[src/rtl/uart_pkg.sv]
// Shared definitions for the UART transmit merge stage: byte width, drain FSM
// encoding and the saturating drop-counter adder.
package uart_pkg;

  localparam int BYTE_W     = 8;
  localparam int DROP_CNT_W = 8;

  typedef enum logic {
    ST_IDLE = 1'b0,
    ST_HOLD = 1'b1
  } drain_st_t;

  function automatic logic [DROP_CNT_W-1:0] sat_add_drop(
    input logic [DROP_CNT_W-1:0] i_acc,
    input logic [1:0]            i_inc
  );
    logic [DROP_CNT_W:0] w_sum;
    w_sum = {1'b0, i_acc} + {{(DROP_CNT_W-1){1'b0}}, i_inc};
    return w_sum[DROP_CNT_W] ? {DROP_CNT_W{1'b1}} : w_sum[DROP_CNT_W-1:0];
  endfunction

endpackage

[src/rtl/uart_tx_merge_fifo_if.sv]
// Bundle of the two byte sources, the transmitter handshake and FIFO status.
// slave = the merge block, master = whoever drives the sources and the transmitter side.
interface uart_tx_merge_fifo_if
  import uart_pkg::*;
#(
  parameter int DW    = BYTE_W,
  parameter int DEPTH = 16
);
  localparam int CW = $clog2(DEPTH) + 1;

  logic                  a_valid;
  logic [DW-1:0]         a_data;
  logic                  b_valid;
  logic [DW-1:0]         b_data;
  logic                  tx_rdy;
  logic                  tx_en;
  logic [DW-1:0]         tx_data;
  logic [CW-1:0]         count;
  logic                  empty;
  logic                  full;
  logic                  overflow;
  logic                  ovf_clr;
  logic [DROP_CNT_W-1:0] drop_cnt;

  modport slave (
    input  a_valid, a_data, b_valid, b_data, tx_rdy, ovf_clr,
    output tx_en, tx_data, count, empty, full, overflow, drop_cnt
  );

  modport master (
    output a_valid, a_data, b_valid, b_data, tx_rdy, ovf_clr,
    input  tx_en, tx_data, count, empty, full, overflow, drop_cnt
  );

endinterface

[src/rtl/byte_fifo_2w.sv]
// Circular byte store accepting up to two writes (A then B) and one read per cycle.
// Free space is judged on the start-of-cycle count; a same-cycle read does not free a slot.
module byte_fifo_2w #(
  parameter int DEPTH = 16,
  parameter int DW    = 8
) (
  input  logic                       clk,
  input  logic                       rst_n,
  input  logic                       i_a_valid,
  input  logic [DW-1:0]              i_a_data,
  input  logic                       i_b_valid,
  input  logic [DW-1:0]              i_b_data,
  input  logic                       i_rd,
  output logic [DW-1:0]              o_rd_data,
  output logic [$clog2(DEPTH):0]     o_count,
  output logic                       o_empty,
  output logic                       o_full,
  output logic [1:0]                 o_drops
);
  localparam int AW = $clog2(DEPTH);
  localparam int CW = AW + 1;

  logic [DW-1:0] r_mem [DEPTH];
  logic [AW-1:0] r_wptr;
  logic [AW-1:0] r_rptr;
  logic [CW-1:0] r_count;

  logic [CW-1:0] w_space;
  logic          w_has1;
  logic          w_has2;
  logic          w_wr_a;
  logic          w_wr_b;
  logic [1:0]    w_nwr;
  logic [DW-1:0] w_d0;

  assign w_space = CW'(DEPTH) - r_count;
  assign w_has1  = (w_space != '0);
  assign w_has2  = (w_space >= CW'(2));
  // A has fixed priority: B only gets a slot if one is left after A.
  assign w_wr_a  = i_a_valid & w_has1;
  assign w_wr_b  = i_b_valid & (i_a_valid ? w_has2 : w_has1);
  assign w_nwr   = {1'b0, w_wr_a} + {1'b0, w_wr_b};
  assign w_d0    = w_wr_a ? i_a_data : i_b_data;
  assign o_drops = ({1'b0, i_a_valid} + {1'b0, i_b_valid}) - w_nwr;

  always_ff @(posedge clk) begin
    if (w_wr_a | w_wr_b) r_mem[r_wptr] <= w_d0;
    if (w_wr_a & w_wr_b) r_mem[r_wptr + AW'(1)] <= i_b_data;
  end

  always_ff @(posedge clk or negedge rst_n) begin
    if (!rst_n) begin
      r_wptr  <= '0;
      r_rptr  <= '0;
      r_count <= '0;
    end else begin
      r_wptr  <= r_wptr + AW'(w_nwr);
      if (i_rd) r_rptr <= r_rptr + AW'(1);
      r_count <= r_count + CW'(w_nwr) - CW'(i_rd);
    end
  end

  assign o_rd_data = r_mem[r_rptr];
  assign o_count   = r_count;
  assign o_empty   = (r_count == '0);
  assign o_full    = (r_count == CW'(DEPTH));

endmodule

[src/rtl/uart_tx_merge_fifo.sv]
// Merges two byte strobes into one FIFO and drains it into a UART transmitter via en/rdy.
// Define UART_TX_MERGE_DROP_CNT_EN to build the saturating dropped-byte counter.
module uart_tx_merge_fifo
  import uart_pkg::*;
#(
  parameter int DEPTH   = 16,
  parameter int DW      = BYTE_W,
  parameter int HOLDOFF = 2
) (
  input  logic                 clk,
  input  logic                 rst_n,
  uart_tx_merge_fifo_if.slave  bus
);
  localparam int CW = $clog2(DEPTH) + 1;
  localparam int HW = $clog2(HOLDOFF + 1);

  logic          w_rd;
  logic [DW-1:0] w_rd_data;
  logic [CW-1:0] w_count;
  logic          w_empty;
  logic          w_full;
  logic [1:0]    w_drops;

  drain_st_t     r_state;
  logic [HW-1:0] r_hold;
  logic          r_tx_en;
  logic [DW-1:0] r_tx_data;
  logic          r_ovf;

  byte_fifo_2w #(
    .DEPTH (DEPTH),
    .DW    (DW)
  ) u_fifo (
    .clk       (clk),
    .rst_n     (rst_n),
    .i_a_valid (bus.a_valid),
    .i_a_data  (bus.a_data),
    .i_b_valid (bus.b_valid),
    .i_b_data  (bus.b_data),
    .i_rd      (w_rd),
    .o_rd_data (w_rd_data),
    .o_count   (w_count),
    .o_empty   (w_empty),
    .o_full    (w_full),
    .o_drops   (w_drops)
  );

  assign w_rd = (r_state == ST_IDLE) && !w_empty && bus.tx_rdy;

  // tx_rdy is ignored while holding off, since the transmitter drops rdy a few cycles late.
  always_ff @(posedge clk or negedge rst_n) begin
    if (!rst_n) begin
      r_state   <= ST_IDLE;
      r_hold    <= '0;
      r_tx_en   <= 1'b0;
      r_tx_data <= '0;
    end else begin
      case (r_state)
        ST_IDLE: begin
          r_tx_en <= w_rd;
          if (w_rd) begin
            r_tx_data <= w_rd_data;
            r_hold    <= HW'(HOLDOFF);
            r_state   <= ST_HOLD;
          end
        end
        ST_HOLD: begin
          r_tx_en <= 1'b0;
          r_hold  <= r_hold - HW'(1);
          if (r_hold <= HW'(1)) r_state <= ST_IDLE;
        end
        default: begin
          r_tx_en <= 1'b0;
          r_state <= ST_IDLE;
        end
      endcase
    end
  end

  always_ff @(posedge clk or negedge rst_n) begin
    if (!rst_n) begin
      r_ovf <= 1'b0;
    end else if (w_drops != 2'd0) begin
      r_ovf <= 1'b1;
    end else if (bus.ovf_clr) begin
      r_ovf <= 1'b0;
    end
  end

`ifdef UART_TX_MERGE_DROP_CNT_EN
  logic [DROP_CNT_W-1:0] r_drop_cnt;

  always_ff @(posedge clk or negedge rst_n) begin
    if (!rst_n) begin
      r_drop_cnt <= '0;
    end else if (w_drops != 2'd0) begin
      r_drop_cnt <= bus.ovf_clr ? DROP_CNT_W'(w_drops) : sat_add_drop(r_drop_cnt, w_drops);
    end else if (bus.ovf_clr) begin
      r_drop_cnt <= '0;
    end
  end

  assign bus.drop_cnt = r_drop_cnt;
`else
  assign bus.drop_cnt = '0;
`endif

  assign bus.tx_en    = r_tx_en;
  assign bus.tx_data  = r_tx_data;
  assign bus.count    = w_count;
  assign bus.empty    = w_empty;
  assign bus.full     = w_full;
  assign bus.overflow = r_ovf;

endmodule

[src/flat_wrapper.sv]
// flat-port wrapper written by rule: the top's interface ports become plain ports
module uart_tx_merge_fifo_flat import uart_pkg::*;
#(
  parameter int DEPTH   = 16,
  parameter int DW      = BYTE_W,
  parameter int HOLDOFF = 2
)
  (clk, rst_n, bus_a_valid, bus_a_data, bus_b_valid, bus_b_data, bus_tx_rdy, bus_ovf_clr, bus_tx_en, bus_tx_data, bus_count, bus_empty, bus_full, bus_overflow, bus_drop_cnt);
  uart_tx_merge_fifo_if #(.DW(DW), .DEPTH(DEPTH)) bus_i ();
  input  logic clk;
  input  logic rst_n;
  input wire logic [$bits(bus_i.a_valid)-1:0] bus_a_valid;
  input wire logic [$bits(bus_i.a_data)-1:0] bus_a_data;
  input wire logic [$bits(bus_i.b_valid)-1:0] bus_b_valid;
  input wire logic [$bits(bus_i.b_data)-1:0] bus_b_data;
  input wire logic [$bits(bus_i.tx_rdy)-1:0] bus_tx_rdy;
  input wire logic [$bits(bus_i.ovf_clr)-1:0] bus_ovf_clr;
  output wire logic [$bits(bus_i.tx_en)-1:0] bus_tx_en;
  output wire logic [$bits(bus_i.tx_data)-1:0] bus_tx_data;
  output wire logic [$bits(bus_i.count)-1:0] bus_count;
  output wire logic [$bits(bus_i.empty)-1:0] bus_empty;
  output wire logic [$bits(bus_i.full)-1:0] bus_full;
  output wire logic [$bits(bus_i.overflow)-1:0] bus_overflow;
  output wire logic [$bits(bus_i.drop_cnt)-1:0] bus_drop_cnt;
  assign bus_i.a_valid = bus_a_valid;
  assign bus_i.a_data = bus_a_data;
  assign bus_i.b_valid = bus_b_valid;
  assign bus_i.b_data = bus_b_data;
  assign bus_i.tx_rdy = bus_tx_rdy;
  assign bus_i.ovf_clr = bus_ovf_clr;
  assign bus_tx_en = bus_i.tx_en;
  assign bus_tx_data = bus_i.tx_data;
  assign bus_count = bus_i.count;
  assign bus_empty = bus_i.empty;
  assign bus_full = bus_i.full;
  assign bus_overflow = bus_i.overflow;
  assign bus_drop_cnt = bus_i.drop_cnt;
  uart_tx_merge_fifo #(.DEPTH(DEPTH), .DW(DW), .HOLDOFF(HOLDOFF)) u_core (.clk(clk), .rst_n(rst_n), .bus(bus_i));
endmodule
[config.mk]
export PLATFORM = sky130hd
export DESIGN_NAME = uart_tx_merge_fifo_flat
export DESIGN_NICKNAME = d
export VERILOG_FILES = /design/src/rtl/uart_pkg.sv /design/src/rtl/uart_tx_merge_fifo_if.sv /design/src/rtl/byte_fifo_2w.sv /design/src/rtl/uart_tx_merge_fifo.sv /design/src/flat_wrapper.sv
export SDC_FILE = /design/constraint.sdc
export NUM_CORES = 1
export LEC_CHECK = 0
export CAP_MARGIN = 0
export CORE_ASPECT_RATIO = 0.75
export CORE_UTILIZATION = 45
export CTS_CLUSTER_SIZE = 10
export DETAILED_ROUTE_END_ITERATION = 16
export PLACE_DENSITY = 0.7
export SLEW_MARGIN = 10
export SYNTH_ARGS = -nofsm -noshare
export SYNTH_HDL_FRONTEND = slang
export SYNTH_HIERARCHICAL = 1
export SYNTH_SLANG_ARGS = --single-unit
[constraint.sdc]
create_clock -name clk -period 3.47 [get_ports clk]
set_input_delay 0.5205 -clock clk [delete_from_list [all_inputs] [get_ports clk]]
set_output_delay 0.5205 -clock clk [all_outputs]
set_load 0.1 [all_outputs]
# Word level (Yosys, flattened, before mapping)
# Memory sizes are Yosys's and may differ from the RTL's. A register that Yosys moved wholly into a read port is not among the register bits.
# Index checks and enable logic that the tools add are counted.
# W data, S select, Z words.
[word_totals] reg_bits=18 ram_bits=128 input_bits=22 output_inout_bits=25 word_cells=50 mem_count=1
[mem_list] name="u_core.u_fifo.r_mem" depth=16 word_bits=8 rd=1 rd_clocked_by_memory_dff=1 wr=2 line="byte_fifo_2w.sv:23" rtl="logic [DW-1:0] r_mem [DEPTH];"
[classes] n_addsub=10 n_lt_le_gt_ge=2 n_eq_ne=2 n_mux=14 n_bitwise=5 reduce_logical=9
[op_table] cell="$mux W1" n=9
[op_table] cell="$add A4 B1 Y4 const B" n=2
[op_table] cell="$mux W8" n=1
[op_table] cell="$add A5 B2 Y5" n=1
[op_table] cell="$eq A5 B5 Y1 const B" n=1
[op_table] cell="$ge A5 B2 Y1 const B" n=1
[op_table] cell="$logic_not A5 Y1" n=1
[op_table] cell="$reduce_bool A5 Y1" n=1
[op_table] cell="$sub A5 B1 Y5" n=1
[op_table] cell="$sub A5 B5 Y5 const A" n=1
[op_table] cell="$add A1 B1 Y2" n=2
[op_table] cell="$add A4 B2 Y4" n=1
[op_table] cell="$pmux W1 S2" n=2
[op_table] cell="$pmux W2 S2" n=1
[op_table] cell="$reduce_bool A2 Y1" n=2
[op_table] cell="$and A1 B1 Y1" n=3
[op_table] cell="$le A2 B1 Y1 const B" n=1
[op_table] cell="$logic_and A1 B1 Y1" n=2
[op_table] cell="$logic_not A1 Y1" n=2
[op_table] cell="$mux W2" n=1
[op_table] cell="$ne A2 B2 Y1 const B" n=1
[op_table] cell="$reduce_and A2 Y1" n=1
[op_table] cell="$sub A2 B1 Y2 const B" n=1
[op_table] cell="$sub A2 B2 Y2" n=1
[op_table] cell="2 further kinds" n=2

# Longest topological paths before layout
# Gate-level depths: netlist of the first run.
[logic_depth] depth_word=8 mapped_depth=21 depth_no_buf=19

# Modules after synthesis
# Netlist of the first run, hierarchy kept.
[modules_own_cells] module="byte_fifo_2w" n_inst=1 cells_each=480 area_per_inst_um2=7830.0
[modules_own_cells] module="uart_tx_merge_fifo" n_inst=1 cells_each=46 area_per_inst_um2=621.8

# Worst setup path before layout of the first run
# No wires, ideal clock.
[synth_path] path_kind="register to register" startpoint="register u_core.u_fifo.r_count[0] (netlist: u_core/u_fifo/o_count[0])" endpoint="register u_core.u_fifo.r_count[4] (netlist: u_core/u_fifo/o_count[4])" t_arrival_ns=4.204 slack_ns=-0.862 stages_incl_launch_ff=22 path_buffers=2 period_less_slack_ns=4.332 path_cell_list="dfrtp_1 > inv_1 > ha_1 > and2_1 > ha_1 > nand3_1 > o211ai_2 > buf_12 > buf_12 > inv_1 > ha_1 > inv_1 > ha_1 > inv_1 > ha_1 > inv_1 > fa_1 > inv_1 > a21oi_1 > nor2_1 > nor2_1 > xnor2_1"
[synth_via] elab_chain_cells=7 elab_cells_between_ends=13 classes_between="4 x add/sub; 1 x order compare; 1 x mux; 2 x bitwise; 5 x reduce/logical"
[synth_lines] element="from (decl)" line="byte_fifo_2w.sv:26" rtl="logic [CW-1:0] r_count;"
[synth_lines] element="from (signal assigned)" line="byte_fifo_2w.sv:59" rtl="r_count <= r_count + CW'(w_nwr) - CW'(i_rd);"
[synth_lines] element="$sub A5 B5 Y5" line="byte_fifo_2w.sv:36" rtl="assign w_space = CW'(DEPTH) - r_count;"
[synth_lines] element="$ge A5 B2 Y1 or $reduce_bool A5 Y1 (tied branches)" line="byte_fifo_2w.sv:38, byte_fifo_2w.sv:37"
[synth_lines] element="$mux W1" line="byte_fifo_2w.sv:41" rtl="assign w_wr_b = i_b_valid & (i_a_valid ? w_has2 : w_has1);"
[synth_lines] element="$and A1 B1 Y1" line="byte_fifo_2w.sv:41"
[synth_lines] element="$add A1 B1 Y2" line="byte_fifo_2w.sv:42" rtl="assign w_nwr = {1'b0, w_wr_a} + {1'b0, w_wr_b};"
[synth_lines] element="$add A5 B2 Y5" line="byte_fifo_2w.sv:59"
[synth_lines] element="$sub A5 B1 Y5 (*)" line="byte_fifo_2w.sv:59"
# Mark *: on every way between the ends. The rest lies on a longest branch, timed or not.
# A chain may end at the register's enable or synchronous reset.

==> impl_metrics.ini, run 1 <==
[synth]
seq_area_frac_synth_pct = 53.2
netlist-cell-type-count = 52
ys_warn_count = 6
synth_area_per_cell_um2 = 16.1
synth_edf_count = 128
syn-cell-area_um2 = 8450
ys_async_sr_fraction_pct = 16.9
synth_top_flop_cell = edfxtp_1
syn_inst = 526
ys_ff_latch = 154

[drt]
routed_wl_um = 20800
via_per_inst = 5.84
drc = 0
detail_route.wl_per_cell_um = 25.1
ant_nets = 0
firstDrtPassIters = 4
vias = 4835
drt_iter0_drc = 430

[grt]
track_usage_pct = 23.0
first_global_vias = 4969
grt_pass1_wl_um = 31700
antenna_found_initial = 0
grt_max_degree = 36
globalRoute.totalOverflow = 0

[setup_path]
critical-path-top-delay-family = compound AO/OA/AOI/OAI gates
end_kind = flop
crit_path_end = u_core/u_fifo/r_mem[1][2]$_DFFE_PP_
timing.rr.start = u_core/u_fifo/o_count[0]$_DFF_PN0_
critPathKind = reg -> reg
rrSetupSlack_ns = 0.17
cp-start-kind = flop
crit_chain = inv_4, ha_4, and2b_1, a21oi_2, nor2_1, o21ai_0, o21a_1, ha_4, nor2b_1, buf_4, a31o_1, mux2_2
cp_data_required_time_ns = 3.64
cp_common_cell = ha_4
r2r-end = u_core/u_fifo/r_mem[1][2]$_DFFE_PP_
startpoint = u_core/u_fifo/o_count[0]$_DFF_PN0_
crit_fanout = 11
slowest_stage = dfrtp_4
path_depth = 12
crit_buf_inv = 2
critPathArrivalTime_ns = 3.47
slowest_delay_ns = 0.46
r2r_cells = 12

[layout]
nNetsFinal = 611
diodes = 0
fin_cells = 828
final_common_cell = edfxtp_1
layout_common_cells = edfxtp_1 (128), mux2_2 (120), mux4_2 (40)
nFillCells = 1470
fin_util_pct = 53.0
drive_gt1_share_pct = 47.7
area_growth_pct = 15.7

[cts]
cts_resized = 0
clkLatencyLatePin_ns = 0.42
clock_path_buffers = 2
cts_tree = yes
h-tree-depth = 4
numCtsBuffers = 17
postCtsHoldBufs = 0
clock-root-buffer = clkbuf_16
clkTransAtPathRegs_ns = 0.06
post_cts_buffers = 0
clkSinkCount = 154

[timing]
timing.final.crit_share_pct = 95.2
fin_skew_ns = 0.00911
max_slew_margin_pct = 34.8
slew_viol_final = 0
max_freq_ghz = 0.303
setup_viol = 0
finalCriticalPeriod_ns = 3.30
final_hold_viol_count = 0
rsz0062_at_grt = false
layout_setup_ws_ns = 0.166
worst_pin_slew_ns = 0.975

[placed_design]
preCtsSetupSlack_ns = 0.214
io_buffer_count = 38
dpl.hpwl_um = 13900
gp_congestion = 0.850
dp.cells = 796

[flow_run]
maxCapViolCount = 0

[pwr]
ir_drop_mv = 0.536
p_leak_nw = 3.43
power_mw = 8.55
powerDensity_nw_per_um2 = 875

[die]
placementRows = 43
die_h_um = 121
start_util_pct = 45.8
dieArea_um2 = 19300
ios = 47
core_area_um2 = 18500
fp.dieW_um = 160

[min_path]
hold_path.class = reg -> reg

[outcome]
outcome = completed
-- synth_stat cells (4+ instances only) --
library cell | number | area (µm²)
dfrtp_1 | 26 | 651
edfxtp_1 | 128 | 3840
nand2_1 | 9 | 33.8
nor2_8 | 5 | 100
nor2_1 | 24 | 90.1
a31oi_4 | 5 | 106
o21ai_0 | 4 | 20.0
inv_1 | 19 | 71.3
xnor2_1 | 7 | 61.3
buf_1 | 11 | 41.3
buf_4 | 10 | 75.1
clkbuf_1 | 13 | 48.8
mux4_2 | 40 | 901
nor3_1 | 6 | 30.0
nor2b_1 | 4 | 25.0
mux2_2 | 128 | 1440
xor2_1 | 5 | 43.8
ha_1 | 19 | 238
buf_2 | 9 | 45.0
mux2_4 | 8 | 120
a21oi_1 | 4 | 20.0
-- routing by layer --
layer / vias up / share of wire, % / track usage [%]
met4: 0 / 1.1 / 5.24
met1: 2559 / 45 / 32.6
met3: 13 / 6.1 / 4.80
met5: - / 0 / 0
met2: 167 / 48 / 36.3
li1: 2096 / - / -
-- cells by family (layout without fill, tap and decap cells) --
logic type	after synthesis	after routing	synth area share [%]
xor gates and xnor gates	12	12	1.24
adders and majority gates	21	21	3.29
AOI/OAI and AO/OA	29	29	4.19
other	1	8	0.0444
buffers and inverters	66	114	3.98
muxes	178	178	29.4
and+or+nand+nor	65	65	4.69
DFF	154	154	53.2
-- sequential cells by signal (all words and copies together) (netlist names) --
name	count
u_core/u_fifo/r_rptr	4
u_core/r_hold	2
u_core/u_fifo/o_count	5
u_core/r_state	1
u_core/bus.tx_en	1
u_core/bus.overflow	1
u_core/bus.tx_data	8
u_core/u_fifo/r_mem	128
u_core/u_fifo/r_wptr	4
-- area by class of cell --
class / instances / area, µm² / area share [%]
Clock buffer: 21 / 482 / 4.93
Sequential cell: 154 / 4510 / 46.1
Timing Repair Buffer: 62 / 556 / 5.68
Tap cell: 247 / 309 / 3.16
Multi-Input combinational cell: 313 / 3750 / 38.3
Inverter: 20 / 82.6 / 0.844
Clock inverter: 11 / 92.6 / 0.947
-- worst reg2reg max path, cell delays in order (launching register included) --
cell	delay (ns)
dfrtp_4	0.46
inv_4	0.06
ha_4	0.16
and2b_1	0.19
a21oi_2	0.21
nor2_1	0.07
o21ai_0	0.24
o21a_1	0.22
ha_4	0.23
nor2b_1	0.15
buf_4	0.22
a31o_1	0.45
mux2_2	0.41
-- worst min path at each step --
| stage | start | to | slack, ns | depth (start not counted) |
|---|---|---|---|---|
| floorplan | rst_n | u_core/bus.overflow$_DFFE_PN0P_ | 0.22 | 0 |
| global placement | u_core/bus.tx_data[2]$_DFFE_PN0P_ | u_core/bus.tx_data[2]$_DFFE_PN0P_ | 0.50 | 1 |
| detailed placement | u_core/bus.tx_data[7]$_DFFE_PN0P_ | u_core/bus.tx_data[7]$_DFFE_PN0P_ | 0.50 | 1 |
| CTS | u_core/bus.tx_data[7]$_DFFE_PN0P_ | u_core/bus.tx_data[7]$_DFFE_PN0P_ | 0.52 | 1 |
| global route | u_core/bus.tx_data[7]$_DFFE_PN0P_ | u_core/bus.tx_data[7]$_DFFE_PN0P_ | 0.53 | 1 |
| finish | u_core/bus.tx_data[7]$_DFFE_PN0P_ | u_core/bus.tx_data[7]$_DFFE_PN0P_ | 0.51 | 1 |
-- per-stage QoR --
step                setup TNS (ns)  hold WS [ns]  cell area (µm²)
finish                           0         0.512             9780
floorplan                   -0.363         0.225             8610
global placement                 0         0.497             9210
CTS                              0         0.517             9780
global route                     0         0.527             9780
detailed placement               0         0.496             9210
-- power breakdown --
part	internal, mW	switching [mW]	total [mW]
Sequential	2.54	0.419	2.96
Clock	1.06	0.751	1.82
Combinational	1.58	2.19	3.77
No activity file was read; power rests on OpenSTA's default activity.
==> inputs of run 2 (changes only) <==
--- a/config.mk
+++ b/config.mk
@@ -7,10 +7,12 @@
 export LEC_CHECK = 0
 export CAP_MARGIN = 0
 export CORE_ASPECT_RATIO = 0.75
+export CORE_MARGIN = 4
 export CORE_UTILIZATION = 45
 export CTS_CLUSTER_SIZE = 10
 export DETAILED_ROUTE_END_ITERATION = 16
 export PLACE_DENSITY = 0.7
+export SKIP_CTS_REPAIR_TIMING = 1
 export SLEW_MARGIN = 10
 export SYNTH_ARGS = -nofsm -noshare
 export SYNTH_HDL_FRONTEND = slang
==> impl_metrics.ini, run 2 (synthesis results as in run 1) <==
[min_path]
hold_path_depth = 1
holdCritStartpoint = u_core/bus.tx_data[1]$_DFFE_PN0P_
hold-path-endpoint = u_core/bus.tx_data[1]$_DFFE_PN0P_
hold_path.class = reg -> reg

[placed_design]
dp.cells = 784
preCtsSetupSlack_ns = 0.124
dpl.hpwl_um = 13600
io_buffer_count = 38
gp_congestion = 0.866

[flow_run]
maxCapViolCount = 0

[setup_path]
critPathKind = reg -> reg
slowest_delay_ns = 0.73
rrSetupSlack_ns = 0.11
cp_data_required_time_ns = 3.51
r2r-end = u_core/u_fifo/r_mem[11][7]$_DFFE_PP_
timing.rr.start = u_core/u_fifo/o_count[1]$_DFF_PN0_
crit_chain = inv_4, ha_4, and2b_1, a21oi_2, nor2_1, o21ai_0, o21a_1, ha_4, nor2_1, a21oi_1, nand2_1, nor2_1
crit_fanout = 11
critical-path-top-delay-family = simple AND/OR/NAND/NOR gates
critPathArrivalTime_ns = 3.40
crit_buf_inv = 1
r2r_cells = 12
cp_common_cell = nor2_1
cp-start-kind = flop
slowest_stage = nor2_1
end_kind = flop

[layout]
drive_gt1_share_pct = 46.6
nNetsFinal = 599
top_register = u_core/u_fifo/r_mem
fin_cells = 816
diodes = 0
final_common_cell = edfxtp_1
largest_register_ffs = 128
area_growth_pct = 15.0
layout_common_cells = edfxtp_1 (128), mux2_2 (120), mux4_2 (40)

[timing]
setup_viol = 0
rsz0062_at_grt = true
layout_setup_ws_ns = 0.114
slew_viol_final = 0
worst_pin_slew_ns = 0.975
finalCriticalPeriod_ns = 3.36
timing.final.crit_share_pct = 96.7
fin_skew_ns = 0.00631
max_slew_margin_pct = 34.8
max_freq_ghz = 0.298
final_hold_viol_count = 0

[drt]
via_per_inst = 5.85
ant_nets = 0
drt_iter0_drc = 450
detail_route.wl_per_cell_um = 24.4
firstDrtPassIters = 5
drc = 0
routed_wl_um = 19900
vias = 4772

[grt]
grt_max_degree = 36
track_usage_pct = 19.4
grt_pass1_wl_um = 30800
globalRoute.totalOverflow = 0
antenna_found_initial = 0
first_global_vias = 4802

[die]
dieArea_um2 = 21100
core_area_um2 = 18500
placementRows = 43
start_util_pct = 45.8
die_h_um = 127
ios = 47
fp.dieW_um = 166

[cts]
clock-root-buffer = clkbuf_16
h-tree-depth = 4
clkTransAtPathRegs_ns = 0.06
clock_path_buffers = 2
cts_tree = yes
clkLatencyLatePin_ns = 0.42
clkSinkCount = 154
numCtsBuffers = 17

[pwr]
powerDensity_nw_per_um2 = 877
p_leak_nw = 3.36
ir_drop_mv = 0.480

[outcome]
outcome = completed
run 2: how the worst max path moves through the flow:
stage	startpoint	end	slack, ns	cells after the start
floorplan	u_core/u_fifo/o_count[1]$_DFF_PN0_	u_core/u_fifo/o_count[4]$_DFF_PN0_	-0.16	21
global placement	bus_a_valid	u_core/u_fifo/r_mem[11][0]$_DFFE_PP_	0.18	8
detailed placement	u_core/u_fifo/o_count[0]$_DFF_PN0_	u_core/u_fifo/r_mem[9][0]$_DFFE_PP_	0.12	12
CTS	u_core/u_fifo/o_count[0]$_DFF_PN0_	u_core/u_fifo/r_mem[9][4]$_DFFE_PP_	0.11	12
global route	u_core/u_fifo/o_count[0]$_DFF_PN0_	u_core/u_fifo/r_mem[11][7]$_DFFE_PP_	-0.1	12
finish	u_core/u_fifo/o_count[1]$_DFF_PN0_	u_core/u_fifo/r_mem[11][7]$_DFFE_PP_	0.11	12
run 2: worst register-to-register path, cell delays in order, from the launching register on:
cell     delay, ns
dfrtp_4       0.45
inv_4         0.06
ha_4          0.16
and2b_1       0.18
a21oi_2       0.22
nor2_1        0.06
o21ai_0       0.25
o21a_1        0.22
ha_4          0.24
nor2_1        0.07
a21oi_1       0.19
nand2_1       0.16
nor2_1        0.73
run 2: power by group:
| part | internal (mW) | leakage [nW] | switching, mW |
|---|---|---|---|
| logic | 1.55 | 1.62 | 2.20 |
| registers | 2.55 | 1.46 | 0.375 |
| clock network | 1.12 | 0.286 | 0.729 |
| total | 5.22 | 3.36 | 3.31 |
run 2: routing by layer:
metal | part of all wire, % | vias up | track usage (%)
met1 | 45 | 2502 | 29.6
met4 | 0.69 | 0 | 3.75
li1 | - | 2073 | -
met2 | 46 | 185 | 28.8
met3 | 8.0 | 12 | 4.64
met5 | 0 | - | 0
run 2: stage by stage:
step	power [mW]	instance area [µm²]	util [%]	TNS, ns	hold WS, ns
floorplan	5.75	8610	-	-0.363	0.225
global placement	6.60	9130	49.5	0	0.500
detailed placement	6.71	9130	49.5	0	0.509
CTS	8.56	9710	52.6	0	0.523
global route	8.93	9720	52.7	-1.46	0.537
finish	8.52	9720	52.7	0	0.516
run 2: final cells by class:
type                            instances  area [µm²]
Multi-Input combinational cell        313        3760
Tap cell                              247         309
Inverter                               20        82.6
Clock inverter                         14         155
Clock buffer                           18         429
Timing Repair Buffer                   50         478
Sequential cell                       154        4510
Fill cell                            1479        8730
